$ cat config.mk
export PLATFORM = sky130hd
export DESIGN_NAME = booth_radix4_mul
export DESIGN_NICKNAME = d
export VERILOG_FILES = /design/src/rtl/booth_radix4_mul.sv
export SDC_FILE = /design/constraint.sdc
export NUM_CORES = 1
export LEC_CHECK = 0
export BUFFER_PORTS_ARGS = -buffer_cell sky130_fd_sc_hd__buf_2
export CELL_PAD_IN_SITES_DETAIL_PLACEMENT = 1
export CELL_PAD_IN_SITES_GLOBAL_PLACEMENT = 2
export CORE_MARGIN = 2
export CORE_UTILIZATION = 32
export DETAILED_ROUTE_END_ITERATION = 12
export GPL_TIMING_DRIVEN = 0
export PLACE_DENSITY = 0.85
export SLEW_MARGIN = 25
export SYNTH_ARGS = -nofsm -noshare
export SYNTH_HDL_FRONTEND = slang
export SYNTH_SLANG_ARGS = --single-unit
$ cat constraint.sdc
create_clock -name clk -period 4.9 [get_ports clk]
set_clock_uncertainty 0.1 [all_clocks]
set_input_delay 0.245 -clock clk [delete_from_list [all_inputs] [get_ports clk]]
set_output_delay 0.245 -clock clk [all_outputs]
set_load 0.05 [all_outputs]
$ cat src/rtl/booth_radix4_mul.sv
// Radix-4 (modified) Booth multiplier, iterative, two multiplier bits per cycle.
// Operands are extended by two bits so one datapath serves signed and unsigned
// products. The full product of the extended operands is formed in an
// {accumulator, multiplier} shift pair; the low 2*WIDTH bits are the result.
// WIDTH must be even and at least 4.
module booth_radix4_mul #(
  parameter int WIDTH = 32
) (
  input  logic               clk,
  input  logic               reset,
  input  logic               load,
  input  logic               signed_mode,
  input  logic [WIDTH-1:0]   M,
  input  logic [WIDTH-1:0]   Q,
  output logic [2*WIDTH-1:0] P,
  output logic               busy,
  output logic               done
);

  // Extended operand width, accumulator width, step count, counter width.
  // The two extra accumulator bits keep +/-2M of the most negative extended
  // multiplicand representable.
  localparam int EW = WIDTH + 2;
  localparam int AW = EW + 2;
  localparam int N  = WIDTH / 2 + 1;
  localparam int CW = $clog2(N + 1);

  localparam logic [CW-1:0] N_CNT   = CW'(N);
  localparam logic [CW-1:0] ONE_CNT = CW'(1);

  typedef enum logic [1:0] {
    IDLE = 2'd0,
    CALC = 2'd1,
    DONE = 2'd2
  } state_t;

  state_t state_reg, state_next;

  logic [EW-1:0] m_reg;     // extended multiplicand, frozen for the whole operation
  logic [EW-1:0] q_reg;     // multiplier; product low bits shift in from the top
  logic          qm1_reg;   // implicit bit q[2i-1] of the current triplet
  logic [AW-1:0] acc_reg;   // partial-product accumulator
  logic [CW-1:0] cnt_reg;   // remaining Booth steps

  logic [EW-1:0]      m_ext;
  logic [EW-1:0]      q_ext;
  logic [AW-1:0]      m_aw;
  logic [AW-1:0]      m2_aw;
  logic [2:0]         triplet;
  logic [AW-1:0]      pp;
  logic [AW-1:0]      sum;
  logic [AW-1:0]      acc_shift;
  logic [EW-1:0]      q_shift;
  logic [2*WIDTH-1:0] product;
  logic               start;
  logic               last_step;

  // The mode only decides how the operands are extended, so it is folded into
  // the captured operands and needs no register of its own.
  assign m_ext = signed_mode ? {{2{M[WIDTH-1]}}, M} : {2'b00, M};
  assign q_ext = signed_mode ? {{2{Q[WIDTH-1]}}, Q} : {2'b00, Q};

  // A new operation may start from IDLE or straight out of DONE.
  assign start     = load && (state_reg != CALC);
  assign last_step = (state_reg == CALC) && (cnt_reg == ONE_CNT);

  // Booth recoding, add, then arithmetic shift of the {acc, q} pair by two.
  always_comb begin
    m_aw    = {{2{m_reg[EW-1]}}, m_reg};
    m2_aw   = {m_aw[AW-2:0], 1'b0};
    triplet = {q_reg[1:0], qm1_reg};
    pp      = '0;
    case (triplet)
      3'b001, 3'b010: pp = m_aw;
      3'b011:         pp = m2_aw;
      3'b100:         pp = '0 - m2_aw;
      3'b101, 3'b110: pp = '0 - m_aw;
      default:        pp = '0;
    endcase
    sum       = acc_reg + pp;
    acc_shift = {{2{sum[AW-1]}}, sum[AW-1:2]};
    q_shift   = {sum[1:0], q_reg[EW-1:2]};
    product   = {acc_shift[WIDTH-3:0], q_shift};
  end

  // State register.
  always_ff @(posedge clk or posedge reset) begin
    if (reset) begin
      state_reg <= IDLE;
    end else begin
      state_reg <= state_next;
    end
  end

  // Next-state decode and status outputs.
  always_comb begin
    state_next = state_reg;
    busy       = 1'b0;
    done       = 1'b0;
    case (state_reg)
      IDLE: begin
        if (load) state_next = CALC;
      end
      CALC: begin
        busy = 1'b1;
        if (cnt_reg == ONE_CNT) state_next = DONE;
      end
      DONE: begin
        done       = 1'b1;
        state_next = load ? CALC : IDLE;
      end
      default: state_next = IDLE;
    endcase
  end

  // Operand capture on start, one Booth step per CALC cycle.
  always_ff @(posedge clk or posedge reset) begin
    if (reset) begin
      m_reg   <= '0;
      q_reg   <= '0;
      qm1_reg <= 1'b0;
      acc_reg <= '0;
      cnt_reg <= '0;
    end else if (start) begin
      m_reg   <= m_ext;
      q_reg   <= q_ext;
      qm1_reg <= 1'b0;
      acc_reg <= '0;
      cnt_reg <= N_CNT;
    end else if (state_reg == CALC) begin
      acc_reg <= acc_shift;
      q_reg   <= q_shift;
      qm1_reg <= q_reg[1];
      cnt_reg <= cnt_reg - ONE_CNT;
    end
  end

  // Product register: updated only on the edge that completes the last step.
  always_ff @(posedge clk or posedge reset) begin
    if (reset) begin
      P <= '0;
    end else if (last_step) begin
      P <= product;
    end
  end

endmodule

Yosys cells after proc, flatten, opt, wreduce, memory -nomap -nowiden --
Cells that the tools add are included. Widths: inputs -> output; s select.
Storage, ports and cells: input bits 68, logic and storage cells 47, register bits after elaboration 176, output and inout bits 66
Cells by class: mux-type cells 17, add/subtract/negate cells 4, eq/ne operators 12, reduce and logical (&&, ||, !) cells 7
Operator list (count):
- $pmux 36 s4 | 1
- $mux 34 | 4
- $mux 36 | 2
- $add 36x36->36 | 1
- $sub 1x35->36 const A | 1
- $sub 1x34->35 const A | 1
- $mux 5 | 2
- $eq 3x3->1 const B | 3
- $eq 3x2->1 const B | 2
- $pmux 2 s3 | 1
- $eq 5x1->1 const B | 1
- $mux 1 | 5
- $sub 5x1->5 const B | 1
- $mux 2 | 2
- $ne 2x2->1 const B | 2
- $reduce_or 2->1 | 2
- $eq 3x1->1 const B | 1
- $eq 2x1->1 const B | 1
- $eq 2x2->1 const B | 1
- $logic_and 1x1->1 | 2
- $logic_not 2->1 | 1
- $ne 2x1->1 const B | 1
- $reduce_and 2->1 | 1
- $reduce_bool 2->1 | 1

Logic depth before layout (Yosys ltp) --
Gate-level depths: netlist of the first run.
word-level depth 6, gate-level depth with buffers 21, gate-level depth less buffers 20

Worst setup path before layout of the first run --
No wires, ideal clock.
kind flip-flop to flip-flop, start register m_reg[0], end register acc_reg[34], required time 4663 ps, path slack -34 ps, period minus slack after synthesis 4934 ps, setup time 137 ps, arrival 4697 ps, stages on the path, launching flop included 20, buffers on the path 1, cells stage by stage dfrtp_1 > inv_1 > ha_1 > or4b_2 > or3_1 > buf_2 > or3_4 > or3_1 > nand2_1 > xor2_1 > o21ai_0 > ha_1 > a21oi_1 > o21ai_0 > or2_2 > o211ai_1 > a21oi_1 > or3_1 > o311ai_0 > o211ai_1
Between the ends: word-level cells in the longest chain between the ends 5, elaborated cells between the ends (all ways) 6, those cells by class add/sub: 3; mux: 3
RTL lines:
- start, declared | RTL line 39 | logic [EW-1:0] m_reg;
- start signal, assigned | RTL line 125 | m_reg <= m_ext;
- $sub 1x35->36 or $sub 1x34->35 (tied branches) | RTL line 76, 77
- $pmux 36 s4 (*) | RTL line 73 | case (triplet)
- $add 36x36->36 (*) | RTL line 80 | sum = acc_reg + pp;
- $mux 36 (*) | RTL line 130 | end else if (state_reg == CALC) begin
- $mux 36 (*) | RTL line 124 | end else if (start) begin
- end signal, assigned | RTL line 131 | acc_reg <= acc_shift;
- end, declared | RTL line 42 | logic [AW-1:0] acc_reg;
Mark *: on every way between the ends. The rest lies on a longest branch, timed or not. The select of a mux whose other input is x is not followed. A chain may end at the register's enable or synchronous reset.

Worst setup path in the final report of the first run --
start register m_reg[0], end register acc_reg[32]
The elaborated chain is that of the path after synthesis.

==> results.sh, run 1 <==
export IMPL_slew_viol_final=0
export IMPL_max_freq_mhz=209
export IMPL_first_iter_violations=503
export IMPL_synth_xor_area_share_pct=5.51
export IMPL_core_area_mm2=0.0324
export IMPL_r2r_slack_ns=0.10
export IMPL_drive_above_1_share_pct=22.8
export IMPL_worst_pin_slew_ns=0.856
export IMPL_grt_pass1_wl_um=56500
export IMPL_synth_top_family_by_area="simple AND/OR/NAND/NOR gates"
export IMPL_antenna_found_initial=2
export IMPL_crit_chain="buf_4, nor3_4, nand3_2, or2_1, or3_4, or3_1, nand2_1, xnor2_2, a22oi_2, o21ai_2, ha_4, a21o_1, a21o_1, a21o_1, a221oi_2, nand3b_1, a21oi_4, nor3_2, o31a_1, o31ai_1"
export IMPL_cts_clk_slew_worst_paths_ns=0.08
export IMPL_drc_errors=0
export IMPL_clock_sinks=173
export IMPL_synth_area_leader_cell="dfrtp_1"
export IMPL_synth_fa_ha_area_share_pct=4.72
export IMPL_period_share_pct=97.9
export IMPL_finalHoldViolCount=0
export IMPL_synth_seq_cells=173
export IMPL_dpl_hpwl_um=26100
export IMPL_hold_path_end="m_reg[32]$_DFFE_PP0P_"
export IMPL_ant_nets=0
export IMPL_cts_tree="built"
export IMPL_critical_path_slowest_cell="dfrtp_2"
export IMPL_worst_setup_path_end_kind="flop"
export IMPL_synthFlopType="dfrtp_1"
export IMPL_hold_depth=3
export IMPL_worstPathArrival_ns=5.06
export IMPL_cts_root_buf="clkbuf_16"
export IMPL_die_area_mm2=0.0342
export IMPL_reg2regPathDepth=20
export IMPL_crit_type="reg2reg"
export IMPL_setup_ws_ns=0.104
export IMPL_clockBufferDepth=2
export IMPL_grt_usage_pct=21.4
export IMPL_core_rowCount=66
export IMPL_synth_top_cells_by_count="nand2_1, dfrtp_1, o21ai_0, clkbuf_1, nor2_1"
export IMPL_io_pins=134
export IMPL_synth_avg_cell_area_um2=8.76
export IMPL_avgViaCountPerCell=5.25
export IMPL_initial_core_util_pct=32.4
export IMPL_grt_max_degree=32
export IMPL_place_gp_congestion=0.864
export IMPL_syn_nets=1305
export IMPL_path_delay_family="compound AO/OA/AOI/OAI gates"
export IMPL_clock_latency_ns=0.45
export IMPL_status="finished, final reports clean"
export IMPL_synth_mux_area_share_pct=7.07
export IMPL_finalNetCount=1535
export IMPL_crit_top_cell="a21o_1"
export IMPL_syn_area_mm2=0.0105
export IMPL_seq_area_frac_synth_pct=41.3
export IMPL_synth_area_leaders="dfrtp_1, nand2_1, o21ai_0, ha_1, mux2_2"
export IMPL_dp_slack_ns=-0.816
export IMPL_die_x_um=185
export IMPL_synth_compound_area_share_pct=17.9
export IMPL_crit_required_ns=5.16
export IMPL_largest_reg_flops=64
export IMPL_reg2reg_from="m_reg[0]$_DFFE_PP0P_"
export IMPL_fp_dieH_um=185
export IMPL_critPathBufInv=1
export IMPL_htreeDepth=4
export IMPL_hold_slack_ns=0.0157
export IMPL_slew_limit_headroom_pct=43.0
export IMPL_cp_max_fo=4
export IMPL_synthDominantCellAreaShare_pct=41.3
export IMPL_rsz0062_at_grt="true"
export IMPL_grt_overflow=0
export IMPL_min_path_type="in2reg"
export IMPL_first_global_vias=10200
export IMPL_postLayoutCoreUtil_pct=41.9
export IMPL_yosys_area_share_simple_pct=20.2
export IMPL_diodes=0
export IMPL_wire_per_inst_um=19.1
export IMPL_min_from="signed_mode"
export IMPL_cts_buffers=17
export IMPL_vias=9887
export IMPL_firstDrtPassIters=7
export IMPL_max_stage_delay_ns=0.43
export IMPL_max_cap_violations=0
export IMPL_synth_edff_count=0
export IMPL_dpl_cell_area_mm2=0.0118
export IMPL_synth_cell_types=63
export IMPL_io_buffers=133
export IMPL_area_delta_synth_final_pct=29.4
export IMPL_routed_wl_um=35900
export IMPL_ys_async_sr_fraction_pct=100
export IMPL_r2r_end="acc_reg[32]$_DFFE_PP0P_"
export IMPL_synth_yosys_warnings=0
export IMPL_yosysMostFrequentCell="nand2_1"
export IMPL_fin_crit_ns=4.80
export IMPL_setup_viol=0
export IMPL_fin_area_mm2=0.0136
export IMPL_syn_inst=1198
export IMPL_cp_start_kind="flop"
==> stage by stage <==
stage	instances	setup TNS, ns
after floorplan	1198	0
after global placement	1773	-7.65
after detailed placement	1779	-8.19
after CTS	1876	-0.0313
after global routing	1883	-0.352
final	1883	0
==> worst min-delay path, stage by stage <==
cell and delay [ns]:
buf_2 0.14, nand2_1 0.07, o21ai_0 0.06
==> logic make-up (layout without fill, tap and decap cells) <==
group,after synthesis,after routing
AND/OR/NAND/NOR,447,447
AO/OA/AOI/OAI,312,312
flip-flops,173,173
buffers and inverters,91,334
multiplexers,70,70
XOR/XNOR,66,66
adder cells (fa/ha/maj),39,39
==> cells in the final DEF (no fill, tap or decap), drive strengths merged, types with 14 or more instances in the layout <==
cell         count
a21oi           47
nand3           14
dfrtp          173
nand3b          34
nor3            19
a22oi           30
xnor2           39
buf            167
xor2            27
nor2            53
mux2            33
inv             26
dlygate4sd3     53
nand2          251
o21ai          149
a21o            16
o31ai           14
mux2i           37
clkbuf          79
ha              38
or3             19
==> layer usage <==
layer,global-route usage [%],part of all wire [%]
met1,27.5,44
met2,36.8,50
met3,3.66,3.9
met4,5.97,2.0
met5,0,0.058
==> layout make-up <==
class,count,area (um2)
fillers,3811,18800
multi-input cells,934,6260
flip-flops and latches,173,4340
repair buffers,215,1500
well taps,442,553
clock buffers,18,439
plain buffers,66,258
clock inverters,14,145
inverters,21,82.6
==> how the worst max path moves through the flow <==
stage / startpoint / endpoint / slack (ns) / cells past startpoint
after floorplan: m_reg[0]$_DFFE_PP0P_ / acc_reg[34]$_DFFE_PP0P_ / 0.11 / 19
after global placement: m_reg[5]$_DFFE_PP0P_ / acc_reg[34]$_DFFE_PP0P_ / -0.66 / 19
after detailed placement: m_reg[0]$_DFFE_PP0P_ / acc_reg[34]$_DFFE_PP0P_ / -0.82 / 19
after CTS: m_reg[0]$_DFFE_PP0P_ / acc_reg[28]$_DFFE_PP0P_ / -0.02 / 20
after global routing: m_reg[0]$_DFFE_PP0P_ / acc_reg[32]$_DFFE_PP0P_ / -0.07 / 20
final: m_reg[0]$_DFFE_PP0P_ / acc_reg[32]$_DFFE_PP0P_ / 0.10 / 20
==> timing repair <==
action,in CTS,in global routing
setup endpoints to repair,28,29
pin swaps,26,27
endpoints found under the hold margin,70,0
buffers inserted,15,8
hold buffers,53,0
resized for setup,60,59
gates cloned,0,0
Power of run 1 is not shown: default switching activity piles up to over one toggle a cycle in this logic, so the estimate is an artifact.
==> inputs of run 2 (changes only) <==
CORE_UTILIZATION = 39   (was 32)
PLACE_DENSITY = 0.95   (was 0.85)
clock period = 5.6 ns   (was 4.9 ns; I/O delays follow)
==> run 2 against run 1 <==
Compared with the run above:
- sequential share of layout area up 2.1 points
- setup slack better by 0.14 ns
- utilization up 5.8 points
- global-route usage up 4.5 points
- via count up 0.67%
- critical endpoint unchanged
- highest routed layer unchanged
- register-to-register slack better by 0.14 ns
- routed wire length down 0.65%
==> results.sh, run 2 (synthesis gave the netlist of run 1 again) <==
export IMPL_slew_limit_headroom_pct=29.8
export IMPL_ant_nets=0
export IMPL_grt_overflow=0
export IMPL_clock_sinks=173
export IMPL_cts_root_buf="clkbuf_16"
export IMPL_r2r_slack_ns=0.24
export IMPL_finalHoldViolCount=0
export IMPL_fp_dieH_um=168
export IMPL_finalNetCount=1497
export IMPL_die_area_mm2=0.0282
export IMPL_largest_reg_flops=64
export IMPL_cp_start_kind="flop"
export IMPL_dpl_hpwl_um=25700
export IMPL_avgViaCountPerCell=5.70
export IMPL_drc_errors=0
export IMPL_fin_crit_ns=5.36
export IMPL_layout_commonest_cell="nand2_1"
export IMPL_grt_pass1_wl_um=57700
export IMPL_hold_slack_ns=0.0183
export IMPL_wire_per_inst_um=20.4
export IMPL_cts_buffers=17
export IMPL_cp_max_fo=7
export IMPL_max_freq_mhz=187
export IMPL_tns_ns=0
export IMPL_period_share_pct=95.7
export IMPL_status="finished, final reports clean"
export IMPL_antenna_found_initial=1
export IMPL_critical_path_slowest_cell="or4b_4"
export IMPL_max_stage_delay_ns=0.51
export IMPL_multi_input_area_mm2=0.00586
export IMPL_first_global_vias=10400
export IMPL_mostFrequentLayoutCells="nand2_1, dfrtp_1, o21ai_0, buf_2, clkbuf_1"
export IMPL_initial_core_util_pct=39.4
export IMPL_core_rowCount=60
export IMPL_crit_required_ns=5.86
export IMPL_grt_usage_pct=25.9
export IMPL_cts_tree="built"
export IMPL_die_x_um=168
export IMPL_crit_chain="inv_1, ha_1, or4b_4, or3_1, buf_2, or3_4, or3_1, o21ai_0, a22oi_1, o21ai_1, ha_1, a21o_1, a21o_1, a21o_1, a221oi_2, nand3b_1, a21oi_4, nor3_1, o31a_1, o31ai_1"
export IMPL_routed_wl_um=35700
export IMPL_htreeDepth=4
export IMPL_worstPathArrival_ns=5.62
export IMPL_seq_area_mm2=0.00433
export IMPL_slew_viol_final=0
export IMPL_fillers=3140
export IMPL_firstDrtPassIters=6
export IMPL_cts_clk_slew_worst_paths_ns=0.10
export IMPL_crit_top_cell="a21o_1"
export IMPL_grt_max_degree=75
export IMPL_area_delta_synth_final_pct=21.4
export IMPL_core_area_mm2=0.0267
export IMPL_path_delay_family="compound AO/OA/AOI/OAI gates"
export IMPL_place_gp_congestion=0.885
export IMPL_clockBufferDepth=2
export IMPL_io_pins=134
export IMPL_drive_above_1_share_pct=16.5
export IMPL_vias=9953
export IMPL_max_cap_violations=0
export IMPL_setup_viol=0
export IMPL_worst_pin_slew_ns=1.05
export IMPL_postLayoutCoreUtil_pct=47.8
export IMPL_critPathBufInv=2
export IMPL_min_path_type="in2reg"
export IMPL_clock_latency_ns=0.44
export IMPL_io_buffers=133
export IMPL_crit_type="reg2reg"
export IMPL_first_iter_violations=695
export IMPL_worst_setup_path_end_kind="flop"
[run 2: cell count changes in the layout (fill, tap and decap cells not counted), sizes merged]
cell | before | now
clkinv | 5 | 6
dlygate4sd3 | 53 | 33
buf | 167 | 148
clkinvlp | 4 | 0
inv | 26 | 30
diode | 0 | 2
[run 2: final timing paths]
check	startpoint	end	cells after the start
min in group asynchronous	reset	P[27]$_DFFE_PP0P_	3
min reg2reg	P[31]$_DFFE_PP0P_	P[31]$_DFFE_PP0P_	2
max reg2reg	m_reg[0]$_DFFE_PP0P_	acc_reg[32]$_DFFE_PP0P_	20
max	m_reg[0]$_DFFE_PP0P_	acc_reg[32]$_DFFE_PP0P_	20
max in group asynchronous	reset	m_reg[0]$_DFFE_PP0P_	4
min	Q[30]	q_reg[30]$_DFFE_PP0P_	3
[run 2: repair_timing]
item,in CTS,in global routing
endpoints found under the setup margin,7,10
gates resized for setup,6,9
hold endpoints to repair,61,0
setup buffers,3,2
pin swaps,3,4
hold buffers,33,0
[run 2: cell type report]
type	instances	area share, %
buffer	70	2.11
tap	341	3.35
antenna	2	0.0393
timing repair buffer	173	8.55
clock inverter	15	1.86
multi-input combinational	934	46.1
sequential	173	34.0
inverter	21	0.678
clock buffer	17	3.34
[run 2: worst min-delay path: stages]
cell and delay [ns]:
buf_2 0.08, mux2i_1 0.05, o21ai_0 0.13
[run 2: stage by stage]
stage          instance area [um2]  worst slack (ns)  cells
6_report                     12700             0.242   1746
5_1_grt                      12700           -0.0330   1744
4_1_cts                      12700           0.00598   1742
3_5_place_dp                 11600            -0.198   1674
3_3_place_gp                 11600             -1.75   1672
2_1_floorplan                10500             0.532   1198
[run 2: layer usage]
metal | wire length (um) | part of all wire [%] | global-route usage (%) | vias to the layer above
li1 | - | - | - | 4603
met1 | 15600 | 44 | 33.8 | 4981
met2 | 17300 | 49 | 43.3 | 294
met3 | 1530 | 4.3 | 3.78 | 73
met4 | 1260 | 3.5 | 10.6 | 2
met5 | 11 | 0.031 | 0 | -
Power of run 2 is left out for the same reason.
